### config.mk
export PLATFORM = sky130hd
export DESIGN_NAME = wb_write_queue
export DESIGN_NICKNAME = d
export VERILOG_FILES = /design/src/rtl/rf_pkg.sv /design/src/rtl/wbq_match.sv /design/src/rtl/wb_write_queue.sv
export SDC_FILE = /design/constraint.sdc
export NUM_CORES = 1
export LEC_CHECK = 0
export ABC_CLOCK_PERIOD_IN_PS = 2100
export CORE_AREA = 2 2 92 76
export DETAILED_ROUTE_END_ITERATION = 7
export DIE_AREA = 0 0 94 78
export PLACE_DENSITY_LB_ADDON = 0.2
export SLEW_MARGIN = 30
export SYNTH_ARGS = -nofsm -noshare
export SYNTH_HDL_FRONTEND = slang
export SYNTH_SLANG_ARGS = --single-unit
### constraint.sdc
create_clock -name clk -period 2.1 [get_ports clk]
set_input_delay 0.42 -clock clk [delete_from_list [all_inputs] [get_ports clk]]
set_output_delay 0.42 -clock clk [all_outputs]
set_load 0.01 [all_outputs]
### src/rtl/rf_pkg.sv
// Register file shared definitions: widths, the hard-wired zero
// register and the writeback request bundle.
package rf_pkg;

  localparam int RF_DATA_W   = 8;
  localparam int RF_ADDR_W   = 3;
  localparam int RF_ZERO_REG = 0;

  typedef struct packed {
    logic [RF_ADDR_W-1:0] addr;
    logic [RF_DATA_W-1:0] data;
  } wb_req_t;

endpackage

### src/rtl/wbq_match.sv
// Address compare across the live queue entries for one read port.
// With WBQ_FWD_EN it also returns the data of the youngest hit.
module wbq_match
  import rf_pkg::*;
#(
  parameter int DATA_W = RF_DATA_W,
  parameter int ADDR_W = RF_ADDR_W,
  parameter int DEPTH  = 4,
  localparam int PW    = $clog2(DEPTH),
  localparam int CW    = PW + 1
) (
  input  logic [ADDR_W-1:0] addr_i [DEPTH],
`ifdef WBQ_FWD_EN
  input  logic [DATA_W-1:0] data_i [DEPTH],
  output logic [DATA_W-1:0] data_o,
`endif
  input  logic [PW-1:0]     rd_ptr_i,
  input  logic [CW-1:0]     count_i,
  input  logic [ADDR_W-1:0] chk_i,
  output logic              hit_o
);

  logic [PW-1:0] idx;
  logic          chk_ok;

  assign chk_ok = chk_i != ADDR_W'(RF_ZERO_REG);

  // Walk oldest to youngest so the last match wins.
  always_comb begin
    hit_o  = 1'b0;
    idx    = '0;
`ifdef WBQ_FWD_EN
    data_o = '0;
`endif
    for (int k = 0; k < DEPTH; k++) begin
      idx = rd_ptr_i + PW'(k);
      if (CW'(k) < count_i && chk_ok &&
          addr_i[idx] == chk_i) begin
        hit_o  = 1'b1;
`ifdef WBQ_FWD_EN
        data_o = data_i[idx];
`endif
      end
    end
  end

endmodule

### src/rtl/wb_write_queue.sv
// In-order writeback queue, sole writer of the register file.
// Optional WBQ_FWD_EN adds youngest-hit forwarding data per read port.
module wb_write_queue
  import rf_pkg::*;
#(
  parameter int DATA_W = RF_DATA_W,
  parameter int ADDR_W = RF_ADDR_W,
  parameter int DEPTH  = 4
) (
  input  logic              clk,
  input  logic              rst,
  input  logic              alu_valid,
  output logic              alu_ready,
  input  logic [ADDR_W-1:0] alu_addr,
  input  logic [DATA_W-1:0] alu_data,
  input  logic              mem_valid,
  output logic              mem_ready,
  input  logic [ADDR_W-1:0] mem_addr,
  input  logic [DATA_W-1:0] mem_data,
  output logic              rf_we,
  output logic [ADDR_W-1:0] rf_waddr,
  output logic [DATA_W-1:0] rf_wdata,
  input  logic [ADDR_W-1:0] chk_addr1,
  input  logic [ADDR_W-1:0] chk_addr2,
`ifdef WBQ_FWD_EN
  output logic [DATA_W-1:0] fwd_data1,
  output logic [DATA_W-1:0] fwd_data2,
`endif
  output logic              busy1,
  output logic              busy2
);

  localparam int PW = $clog2(DEPTH);
  localparam int CW = PW + 1;

  logic [ADDR_W-1:0] addr_q [DEPTH];
  logic [DATA_W-1:0] data_q [DEPTH];
  logic [PW-1:0]     wr_ptr_q, wr_ptr_d;
  logic [PW-1:0]     rd_ptr_q, rd_ptr_d;
  logic [CW-1:0]     count_q, count_d;

  logic              full;
  logic              push;
  logic              pop;
  logic              hs;
  logic [ADDR_W-1:0] push_addr;
  logic [DATA_W-1:0] push_data;

  assign full      = count_q == CW'(DEPTH);
  assign mem_ready = rst && !full;
  assign alu_ready = rst && !full && !mem_valid;

  // Writes to the zero register handshake but never occupy a slot.
  always_comb begin
    push_addr = mem_valid ? mem_addr : alu_addr;
    push_data = mem_valid ? mem_data : alu_data;
    hs        = (mem_valid && mem_ready) ||
                (alu_valid && alu_ready);
    push      = hs && push_addr != ADDR_W'(RF_ZERO_REG);
    pop       = count_q != '0;
    wr_ptr_d  = wr_ptr_q + PW'(push);
    rd_ptr_d  = rd_ptr_q + PW'(pop);
    count_d   = count_q + CW'(push) - CW'(pop);
  end

  always_ff @(posedge clk or negedge rst) begin
    if (!rst) begin
      wr_ptr_q <= '0;
      rd_ptr_q <= '0;
      count_q  <= '0;
      for (int i = 0; i < DEPTH; i++) begin
        addr_q[i] <= '0;
        data_q[i] <= '0;
      end
    end else begin
      wr_ptr_q <= wr_ptr_d;
      rd_ptr_q <= rd_ptr_d;
      count_q  <= count_d;
      if (push) begin
        addr_q[wr_ptr_q] <= push_addr;
        data_q[wr_ptr_q] <= push_data;
      end
    end
  end

  assign rf_we    = pop;
  assign rf_waddr = addr_q[rd_ptr_q];
  assign rf_wdata = data_q[rd_ptr_q];

`ifdef WBQ_FWD_EN
  logic [DATA_W-1:0] hit_data1, hit_data2;
  assign fwd_data1 = busy1 ? hit_data1 : '0;
  assign fwd_data2 = busy2 ? hit_data2 : '0;
`endif

  wbq_match #(
    .DATA_W (DATA_W),
    .ADDR_W (ADDR_W),
    .DEPTH  (DEPTH)
  ) u_match1 (
    .addr_i   (addr_q),
`ifdef WBQ_FWD_EN
    .data_i   (data_q),
    .data_o   (hit_data1),
`endif
    .rd_ptr_i (rd_ptr_q),
    .count_i  (count_q),
    .chk_i    (chk_addr1),
    .hit_o    (busy1)
  );

  wbq_match #(
    .DATA_W (DATA_W),
    .ADDR_W (ADDR_W),
    .DEPTH  (DEPTH)
  ) u_match2 (
    .addr_i   (addr_q),
`ifdef WBQ_FWD_EN
    .data_i   (data_q),
    .data_o   (hit_data2),
`endif
    .rd_ptr_i (rd_ptr_q),
    .count_i  (count_q),
    .chk_i    (chk_addr2),
    .hit_o    (busy2)
  );

endmodule

==> results.txt, run 1 <==
The remaining number of nets flagged by the antenna check after routing is 0. The hold violation total from the final report is 0. The all-layer global routing usage came out at around 22%. The largest fanout of any net on the critical path came out at 2. The final reports fail on negative setup slack. The fraction of the yosys area taken by sequential cells came out at between 40% and 50%. Synthesis produced 230 cells. The maximum clock rate came out at around 0.37 GHz. In this run the worst hold path is classified as in -> async. For this block, the initial DRC count from the detailed router was 104. The cell sitting at the root of the clock tree is a sky130_fd_sc_hd__clkbuf_8.

The post-DP HPWL came out at between 5000 and 6000 um. The net count after synthesis is 269. The source of the worst register-to-register timing path is count_q[2]$_DFF_PN0_. The dominant combinational cell family by area after synthesis is multiplexers. For the pin with the worst max-slew slack, the measured transition is between 0.6 and 0.7 ns. After synthesis, the share of flip-flops with an asynchronous set or reset is between 90% and 100%. The endpoint type of the worst setup path is an output pin. The routed via count came out at roughly 2.2k. Row generation in the floorplan step produced 26 rows. In this run, synthesis produced a sequential element count of between 50 and 60. The number of global-route vias before repair came out at between 2k and 2.5k. Measured along the x axis, the die boundary spans roughly 94 um. The initial utilization of the core area, before any placement, comes to between 40% and 50%. In the final routed layout, each cell accounts on average for approximately 18 um. For this design, the sink count on the clock tree is slightly above 50. The mux contribution to synthesized area is 37.25%.

The final-report max-slew violation count came out at 0. The maximum VDD drop came out at 0.9277 mV. The area growth from synthesis to layout came out at 37.04%. The count of cells along the worst register-to-register path is 10. The type of origin of the critical path is a flip-flop.

The post-route clock skew came out at 0.008888 ns. The completed layout was analyzed and its total power is 0.006745 W. For flop-to-flop paths, the worst setup slack is 0.09 ns. The largest net degree at the start of global routing is 52. The Yosys step of the flow raised 0 warnings. The max-slew headroom at the worst pin is a little under three fifths. The mean area per synthesized cell is roughly 13 sq um.

The area of the mapped netlist came out at ~3100 sq um. The flow ran to the end, but the final reports show violations. The terminus of the critical flop-to-flop path is count_q[1]$_DFF_PN0_. The number of flops mapped to enable cells by yosys came out at 0. The detailed-routing iteration count for the pre-antenna-repair pass came out at 4. The initial antenna violation count is 0. Summing the areas of all compound-gate instances in the mapped netlist gives between 2 and 3% of the synthesized area. In this run the power density over the cells is between 1500 and 2000 nW/um^2. The cell area after layout is 4222 sq um. The wire length of the first global-routing pass came out at about 12000 um. The xor and xnor fraction of the mapped netlist area came out at 5.402%. No sink is reached through more buffers than the 2 on the longest clock path. The die area is between 7000 and 8000 sq um. The count of port buffers added during placement is between 40 and 50. The number of hold-repair buffers added at the cts stage came out at 0.

The remaining routing DRC violations is 0. Dividing the final minimum period by the clock period gives 127.4%. The count of cell types in the netlist came out at 33.

The vertical die dimension came out at ~78 um. The overall overflow remaining after global route came out at 0. The slack of the critical path came out at -0.5754 ns. The required time at the endpoint of the critical path is roughly 1.7 ns. The total number of nets in the final design is 367. The final count of negative-setup-slack endpoints came out at 6. The number of buffers created by CTS came out at 5.

The post-synthesis share of cell area spent on full adders, half adders and majority gates is a little over 3%. In the synthesized netlist the dominant register cell turns out to be sky130_fd_sc_hd__dfrtp_1. The area of placed instances is 3981 sq um. The final weighted congestion in routability-driven placement came out at 0.8508. In this run the static leakage power is between 1.5 and 2 nW. 0 antenna diodes ended up in the layout. After clock tree synthesis, the clock-pin slew on the worst setup and hold paths is 0.09 ns. The setup path with the least slack is of type reg -> out.

The number of vias per cell is 5.342. After floorplanning, the core was sized to cover ~6300 sq um. TritonCTS built the clock tree.

The clock network latency to the later pin of the worst-skew pair is 0.30 ns. The share of layout cells above drive strength 1 came out at a little over half. The area fraction in and, or, nand and nor cells after synthesis came out at ~6.6%.

The number of top-level design ports is 48. The arrival time of the worst setup path is approximately 2.3 ns. The count of H-tree levels built during CTS is 2. Setup repair after global routing could not meet its margin everywhere.

The time the worst path needs with I/O delays and setup came out at about 2.7 ns. The routed wire length is 7310 um. The total of max-cap violations is 0.
## cells by family after synthesis
family,count (synthesis)
multiplexers,84
flip-flops,51
AND/OR/NAND/NOR,35
buffers and inverters,22
XOR/XNOR,19
AO/OA/AOI/OAI,12
adder cells (fa/ha/maj),7
## where the power goes
part | total [W] | internal [W] | switching [W]
Combinational | 0.00421 | 0.00251 | 0.00170
Sequential | 0.00188 | 0.00150 | 0.000380
Clock | 0.000660 | 0.000350 | 0.000311
## what timing repair did
action / CTS / global route
resized for setup: 101 / 14
pin swaps: 8 / 5
setup buffers: 9 / 2
endpoints found under the hold margin: 0 / 0
gates cloned: 0 / 0
endpoints found under the setup margin: 62 / 17
## critical path, stage by stage (launching register included)
cell and delay, ns:
sky130_fd_sc_hd__dfrtp_2 0.40, sky130_fd_sc_hd__buf_6 0.11, sky130_fd_sc_hd__mux4_2 0.52, sky130_fd_sc_hd__or3b_4 0.39
sky130_fd_sc_hd__a211oi_2 0.20, sky130_fd_sc_hd__o211ai_1 0.11, sky130_fd_sc_hd__nand4_1 0.10, sky130_fd_sc_hd__buf_2 0.13
## worst max-delay path by stage
stage                               start                    to  slack [ns]  depth (start not counted)
global placement                mem_valid  count_q[1]$_DFF_PN0_       -0.80                         11
finish              rd_ptr_q[0]$_DFF_PN0_                 busy1       -0.58                          7
floorplan           rd_ptr_q[0]$_DFF_PN0_                 busy1       -0.20                          6
detailed placement              mem_valid  count_q[1]$_DFF_PN0_       -0.82                         11
CTS                 rd_ptr_q[0]$_DFF_PN0_                 busy1       -0.60                          7
global route        rd_ptr_q[0]$_DFF_PN0_                 busy1       -0.66                          7
## registers in the layout, indices dropped and copies added, names as in the netlist
register and cells:
rd_ptr_q 2, data_q 32, addr_q 12, wr_ptr_q 2
count_q 3
## layout by cell type, fill, tap and decap left out, types with 4 or more instances in the layout
| master | count |
|---|---|
| sky130_fd_sc_hd__xor2_1 | 7 |
| sky130_fd_sc_hd__buf_4 | 46 |
| sky130_fd_sc_hd__ha_1 | 4 |
| sky130_fd_sc_hd__mux4_2 | 16 |
| sky130_fd_sc_hd__clkdlybuf4s50_1 | 22 |
| sky130_fd_sc_hd__clkdlybuf4s15_1 | 5 |
| sky130_fd_sc_hd__xnor2_1 | 12 |
| sky130_fd_sc_hd__buf_2 | 9 |
| sky130_fd_sc_hd__mux2_2 | 53 |
| sky130_fd_sc_hd__buf_6 | 16 |
| sky130_fd_sc_hd__nand2_1 | 4 |
| sky130_fd_sc_hd__inv_2 | 5 |
| sky130_fd_sc_hd__o211ai_1 | 6 |
| sky130_fd_sc_hd__mux2i_1 | 10 |
| sky130_fd_sc_hd__and3_1 | 8 |
| sky130_fd_sc_hd__clkbuf_8 | 5 |
| sky130_fd_sc_hd__nor3_1 | 6 |
| sky130_fd_sc_hd__dfrtp_1 | 48 |
| sky130_fd_sc_hd__nor2_1 | 4 |
## metrics by stage
step	setup TNS, ns	utilization (%)	worst slack (ns)	std cells	hold WS, ns
finish	-1.214	66.55	-0.5754	412	0.3196
global route	-1.763	66.55	-0.6592	412	0.3740
CTS	-1.546	65.66	-0.6022	410	0.3563
detailed placement	-30.71	62.76	-0.8238	395	0.4916
global placement	-29.21	62.76	-0.7959	395	0.4818
floorplan	-0.2719	-	-0.1957	230	0.1244
## cell usage after synthesis (2+ instances only)
cell / n / area [sq um]
sky130_fd_sc_hd__buf_2: 8 / 40.04
sky130_fd_sc_hd__o211ai_1: 6 / 45.04
sky130_fd_sc_hd__nor3_1: 7 / 35.03
sky130_fd_sc_hd__xnor2_1: 12 / 105.1
sky130_fd_sc_hd__nand3b_1: 2 / 15.01
sky130_fd_sc_hd__nor2_1: 5 / 18.77
sky130_fd_sc_hd__ha_1: 6 / 75.07
sky130_fd_sc_hd__xor2_1: 7 / 61.31
sky130_fd_sc_hd__nor2b_1: 2 / 12.51
sky130_fd_sc_hd__o21ai_0: 2 / 10.01
sky130_fd_sc_hd__mux2_2: 56 / 630.6
sky130_fd_sc_hd__mux4_1: 3 / 78.83
sky130_fd_sc_hd__inv_1: 8 / 30.03
sky130_fd_sc_hd__mux2i_1: 10 / 100.1
sky130_fd_sc_hd__nand2_1: 4 / 15.01
sky130_fd_sc_hd__nand4_1: 2 / 12.51
sky130_fd_sc_hd__and3_1: 8 / 50.05
sky130_fd_sc_hd__buf_1: 3 / 11.26
sky130_fd_sc_hd__mux4_2: 15 / 337.8
sky130_fd_sc_hd__dfrtp_1: 51 / 1276
## final cells by class
type | instances | area (sq um)
sequential | 51 | 1280
clock buffer | 6 | 72.57
tap | 84 | 105.1
fill | 498 | 2122
clock inverter | 1 | 30.03
multi-input combinational | 157 | 1773
inverter | 8 | 30.03
timing repair buffer | 105 | 930.9
## per-layer routing
layer  track usage, %  up-vias  share of wire (%)
met1            32.99     1115                 49
met4            3.478        0               0.52
met3            3.592        5                2.9
li1                 -     1051                  -
met5                0        -                  0
met2            33.14       30                 47
No activity file was read; power rests on OpenSTA's default activity.
==> inputs of run 2 (changes only) <==
--- a/config.mk
+++ b/config.mk
@@ -6,11 +6,12 @@
 export NUM_CORES = 1
 export LEC_CHECK = 0
 export ABC_CLOCK_PERIOD_IN_PS = 2100
-export CORE_AREA = 2 2 92 76
+export CORE_AREA = 2 2 98 81
 export DETAILED_ROUTE_END_ITERATION = 7
-export DIE_AREA = 0 0 94 78
+export DIE_AREA = 0 0 100 83
 export PLACE_DENSITY_LB_ADDON = 0.2
 export SLEW_MARGIN = 30
 export SYNTH_ARGS = -nofsm -noshare
 export SYNTH_HDL_FRONTEND = slang
+export SYNTH_HIERARCHICAL = 1
 export SYNTH_SLANG_ARGS = --single-unit
==> results.txt, run 2 <==
The mean area per synthesized cell came out at 15.15 sq um (+13%). The max-slew headroom at the worst pin came out at 57.32% (-0.15 points). The hold violation total from the final report is 0 (unchanged). Leaving out fill and tap cells, the most frequent cell in the layout is sky130_fd_sc_hd__buf_4. The tightest hold margin is 0.3465 ns (+0.02691 ns). The type of origin of the critical path is a flip-flop. The number of warnings printed during yosys synthesis is 6 (+6). In the final layout, the registers with the most flip-flops are data_q (32), addr_q (12), count_q (3). The number of vias per cell came to 5.808 (+8.7%). The total number of nets in the final design came out at 398 (+8.4%). The core outline area is 7287 sq um (+15%). The class of the tightest hold or removal check is in -> async. The clock network latency to the later pin of the worst-skew pair came out at 0.30 ns (about the same). The proportion of power drawn by flip-flops and latches came out at 22.8% (-5.0 points). The most common cell in the synthesized netlist is sky130_fd_sc_hd__dfrtp_1.

Setup repair after global routing could not meet its margin everywhere. The post-route clock skew is 0.003893 ns (-0.004995 ns). The number of global-route vias before repair is 2757 (+17%).

The largest net degree at the start of global routing is 51 (-1.9%). The clock-pin slew reported for the worst setup and hold paths after clock tree synthesis was 0.09 ns (about the same). The count of H-tree levels built during CTS came out at 2 (unchanged).

The source of the worst register-to-register timing path is count_q[1]$_DFF_PN0_. The remaining routing DRC violations came out at 0 (unchanged). The share of layout cells above drive strength 1 came out at 55.25% (+2.8 points). The vertical die dimension came out at 83 um (+6.4%). The routed wire length came out at 8730 um (+19%).

The area share of the largest cell type after synthesis is 34.67% (-6.8 points). The overall overflow remaining after global route came out at 0 (unchanged). The net count after synthesis came out at 280 (+4.1%).

The slew at the pin with the worst max-slew slack is 0.6402 ns (+0.002265 ns). The run finished, with violations left. The largest buffer count on any clock path is 2 (unchanged).

The tree is rooted in a sky130_fd_sc_hd__clkbuf_8. The share of the clock period used by the worst path after layout came out at 130.2% (+2.8 points). The floorplan row count is 28 (+7.7%). In this run the worst setup path terminates at busy2.

The count of cell types in the netlist was 40 (+21%). The final reports fail on negative setup slack. The time the worst path needs with I/O delays and setup came out at 2.735 ns (+0.05926 ns). The wire length of the first global-routing pass is 14530 um (+19%). The number of storage elements in the synthesis netlist came out at 51 (unchanged).

The number of buffers created by CTS is 5 (unchanged). The fraction of the yosys area taken by sequential cells is 34.67% (-6.8 points). The worst register-to-register path ends at count_q[2]$_DFF_PN0_.

Leaving out fill and tap cells, the most frequent cells in the layout are sky130_fd_sc_hd__buf_4 (58), sky130_fd_sc_hd__dfrtp_1 (48), sky130_fd_sc_hd__mux2_4 (40). The switching power is 0.002874 W (+20%). In the synthesized netlist the dominant register cell turns out to be sky130_fd_sc_hd__dfrtp_1.

The initial antenna violation count is 0 (unchanged). The arrival time of the worst setup path is 2.31 ns (+0.05 ns). The share of power burned in combinational logic came out at 68.6% (+6.2 points). The worst slack after detailed placement is -0.7619 ns (+0.06182 ns). The remaining number of nets flagged by the antenna check after routing is 0 (unchanged). The final weighted congestion in routability-driven placement is 0.8516 (about the same).

The maximum VDD drop was 0.7909 mV (-15%). The relative contribution of the clock network to total power is 8.7% (-1.1 points). The total of max-cap violations is 0 (unchanged). The number of diodes added for antenna fixing came out at 0 (unchanged). The maximum clock rate came out at 0.3657 GHz (-2.2%). The slack of the critical path came out at -0.6347 ns (-0.05926 ns). Sorting the synthesized cells by area gives the leading types as sky130_fd_sc_hd__dfrtp_1 (35%), sky130_fd_sc_hd__mux2_4 (16%), sky130_fd_sc_hd__mux4_2 (12%). The critical path launch point is rd_ptr_q[0]$_DFF_PN0_. The count of fill cells added during filler insertion was 512 (+2.8%). The share of synthesized registers carrying an async set or reset is 100.0% (unchanged). The post-DP HPWL is 6224 um (+12%). The ratio of total power to cell area came out at 1671 nW/um^2 (+4.6%). The worst setup path is captured at an output pin.

The width of the chip is 100 um (+6.4%). The number of flops mapped to enable cells by yosys is 0 (unchanged). The all-layer global routing usage came out at 22.31% (+0.68 points). The leakage power of the design is 2.243 nW (+21%). The final count of negative-setup-slack endpoints is 14 (+8). Sorting the synthesized cells by how often they occur yields sky130_fd_sc_hd__dfrtp_1 (51), sky130_fd_sc_hd__mux2_4 (40), sky130_fd_sc_hd__mux4_2 (19). The switching part of the total is 34.12% (-1.3 points).

The count of cells along the worst register-to-register path came out at 8 (-2). The number of violations reported at the end of detailed-routing iteration 0 is 115 (+11%). The die area is 8300 sq um (+13%).

By startpoint and endpoint, the worst setup path is classified as reg -> out. The CTS sink count came out at 51 (unchanged). The detailed-routing iteration count for the pre-antenna-repair pass came to 4 (unchanged). The number of flip-flops in the largest register is 32 (unchanged). sky130_fd_sc_hd__dfrtp_1 takes more of the synthesized area than any other cell. The worst-case register-to-register setup slack was -0.04 ns (-0.13 ns). The count of port buffers added during placement came out at 47 (unchanged). The internal power consumption is 0.005550 W (+27%). TritonCTS built the clock tree.

The summed negative setup slack over all endpoints came to -3.096 ns (-1.881 ns). The required time at the endpoint of the critical path came out at 1.68 ns (about the same). More flip-flops sit in one register than any other, and that register is data_q. The final-report max-slew violation count came to 0 (unchanged). The initial core utilization came out at 50.52% (+2.0 points). The routed wire length per instance is 19.31 um (+8.9%).

The area growth from synthesis to layout came out at 36.98% (about the same). The area of the mapped netlist is 3681 sq um (+19%). The synthesized instance count came to 243 (+5.7%).

The largest fanout of any net on the critical path is 4 (+2). The routed via count is 2625 (+19%). The number of top-level design ports is 48 (unchanged).
==> run 2: worst min path at each step <==
stage / slack, ns / from / to
after floorplan: 0.12 / rst / addr_q[0]$_DFFE_PN0P_
after global placement: 0.25 / rst / data_q[25]$_DFFE_PN0P_
after detailed placement: 0.25 / rst / data_q[25]$_DFFE_PN0P_
after CTS: 0.36 / rst / addr_q[5]$_DFFE_PN0P_
after global routing: 0.41 / rst / data_q[22]$_DFFE_PN0P_
final: 0.35 / rst / data_q[6]$_DFFE_PN0P_
==> run 2: kinds of logic (layout without fill, tap and decap cells) <==
| family | Yosys count | after routing | synth area share [%] |
|---|---|---|---|
| adder cells (fa/ha/maj) | 5 | 5 | 1.904 |
| buffers and inverters | 21 | 140 | 4.317 |
| XOR/XNOR | 20 | 20 | 4.759 |
| AND/OR/NAND/NOR | 38 | 38 | 6.560 |
| AO/OA/AOI/OAI | 14 | 14 | 2.753 |
| multiplexers | 94 | 94 | 45.04 |
| flip-flops | 51 | 51 | 34.67 |
==> run 2: repair_timing <==
action | in CTS | in global routing
hold buffers | 1 | 0
gates cloned | 1 | 0
pin swaps | 10 | 10
setup buffers | 14 | 4
setup endpoints to repair | 40 | 18
gates resized for setup | 106 | 22
endpoints found under the hold margin | 1 | 0
==> run 2: through the flow <==
stage	cell area [sq um]	cells	utilization (%)	total power [W]
floorplan	3700	243	-	0.005108
global placement	4612	425	63.29	0.006853
detailed placement	4612	425	63.29	0.006967
CTS	4945	449	67.86	0.008160
global route	5042	452	69.20	0.008954
finish	5042	452	69.20	0.008423
==> run 2: metal layers <==
layer	wire [um]	GRT usage, %	share of wire, %	vias to the layer above
li1	-	-	-	1193
met1	4221	33.84	48	1355
met2	4182	35.38	48	65
met3	243	3.030	2.8	12
met4	82	3.113	0.94	0
met5	0	0	0	-
==> run 2: critical path: stages (launching register included) <==
cell,delay [ns]
sky130_fd_sc_hd__dfrtp_2,0.41
sky130_fd_sc_hd__buf_6,0.13
sky130_fd_sc_hd__buf_6,0.10
sky130_fd_sc_hd__mux4_2,0.50
sky130_fd_sc_hd__xor2_1,0.15
sky130_fd_sc_hd__or4_1,0.51
sky130_fd_sc_hd__nand4_1,0.09
sky130_fd_sc_hd__buf_2,0.13
==> run 2: final cells by class <==
| cell class | instances | area [sq um] | share of cell area, % |
|---|---|---|---|
| Sequential cell | 51 | 1280 | 25.38 |
| Clock inverter | 2 | 38.79 | 0.7692 |
| Timing Repair Buffer | 128 | 1209 | 23.97 |
| Clock buffer | 6 | 82.58 | 1.638 |
| Multi-Input combinational cell | 171 | 2305 | 45.71 |
| Tap cell | 90 | 112.6 | 2.233 |
| Inverter | 4 | 15.01 | 0.2978 |
==> run 2: power by group through the flow <==
stage	combinational (W)	sequential, W	clock, W
2_1_floorplan	0.00320	0.00191	0
3_3_place_gp	0.00492	0.00194	0
3_5_place_dp	0.00501	0.00196	0
4_1_cts	0.00552	0.00190	0.000742
5_1_grt	0.00618	0.00199	0.000779
6_report	0.00578	0.00192	0.000729
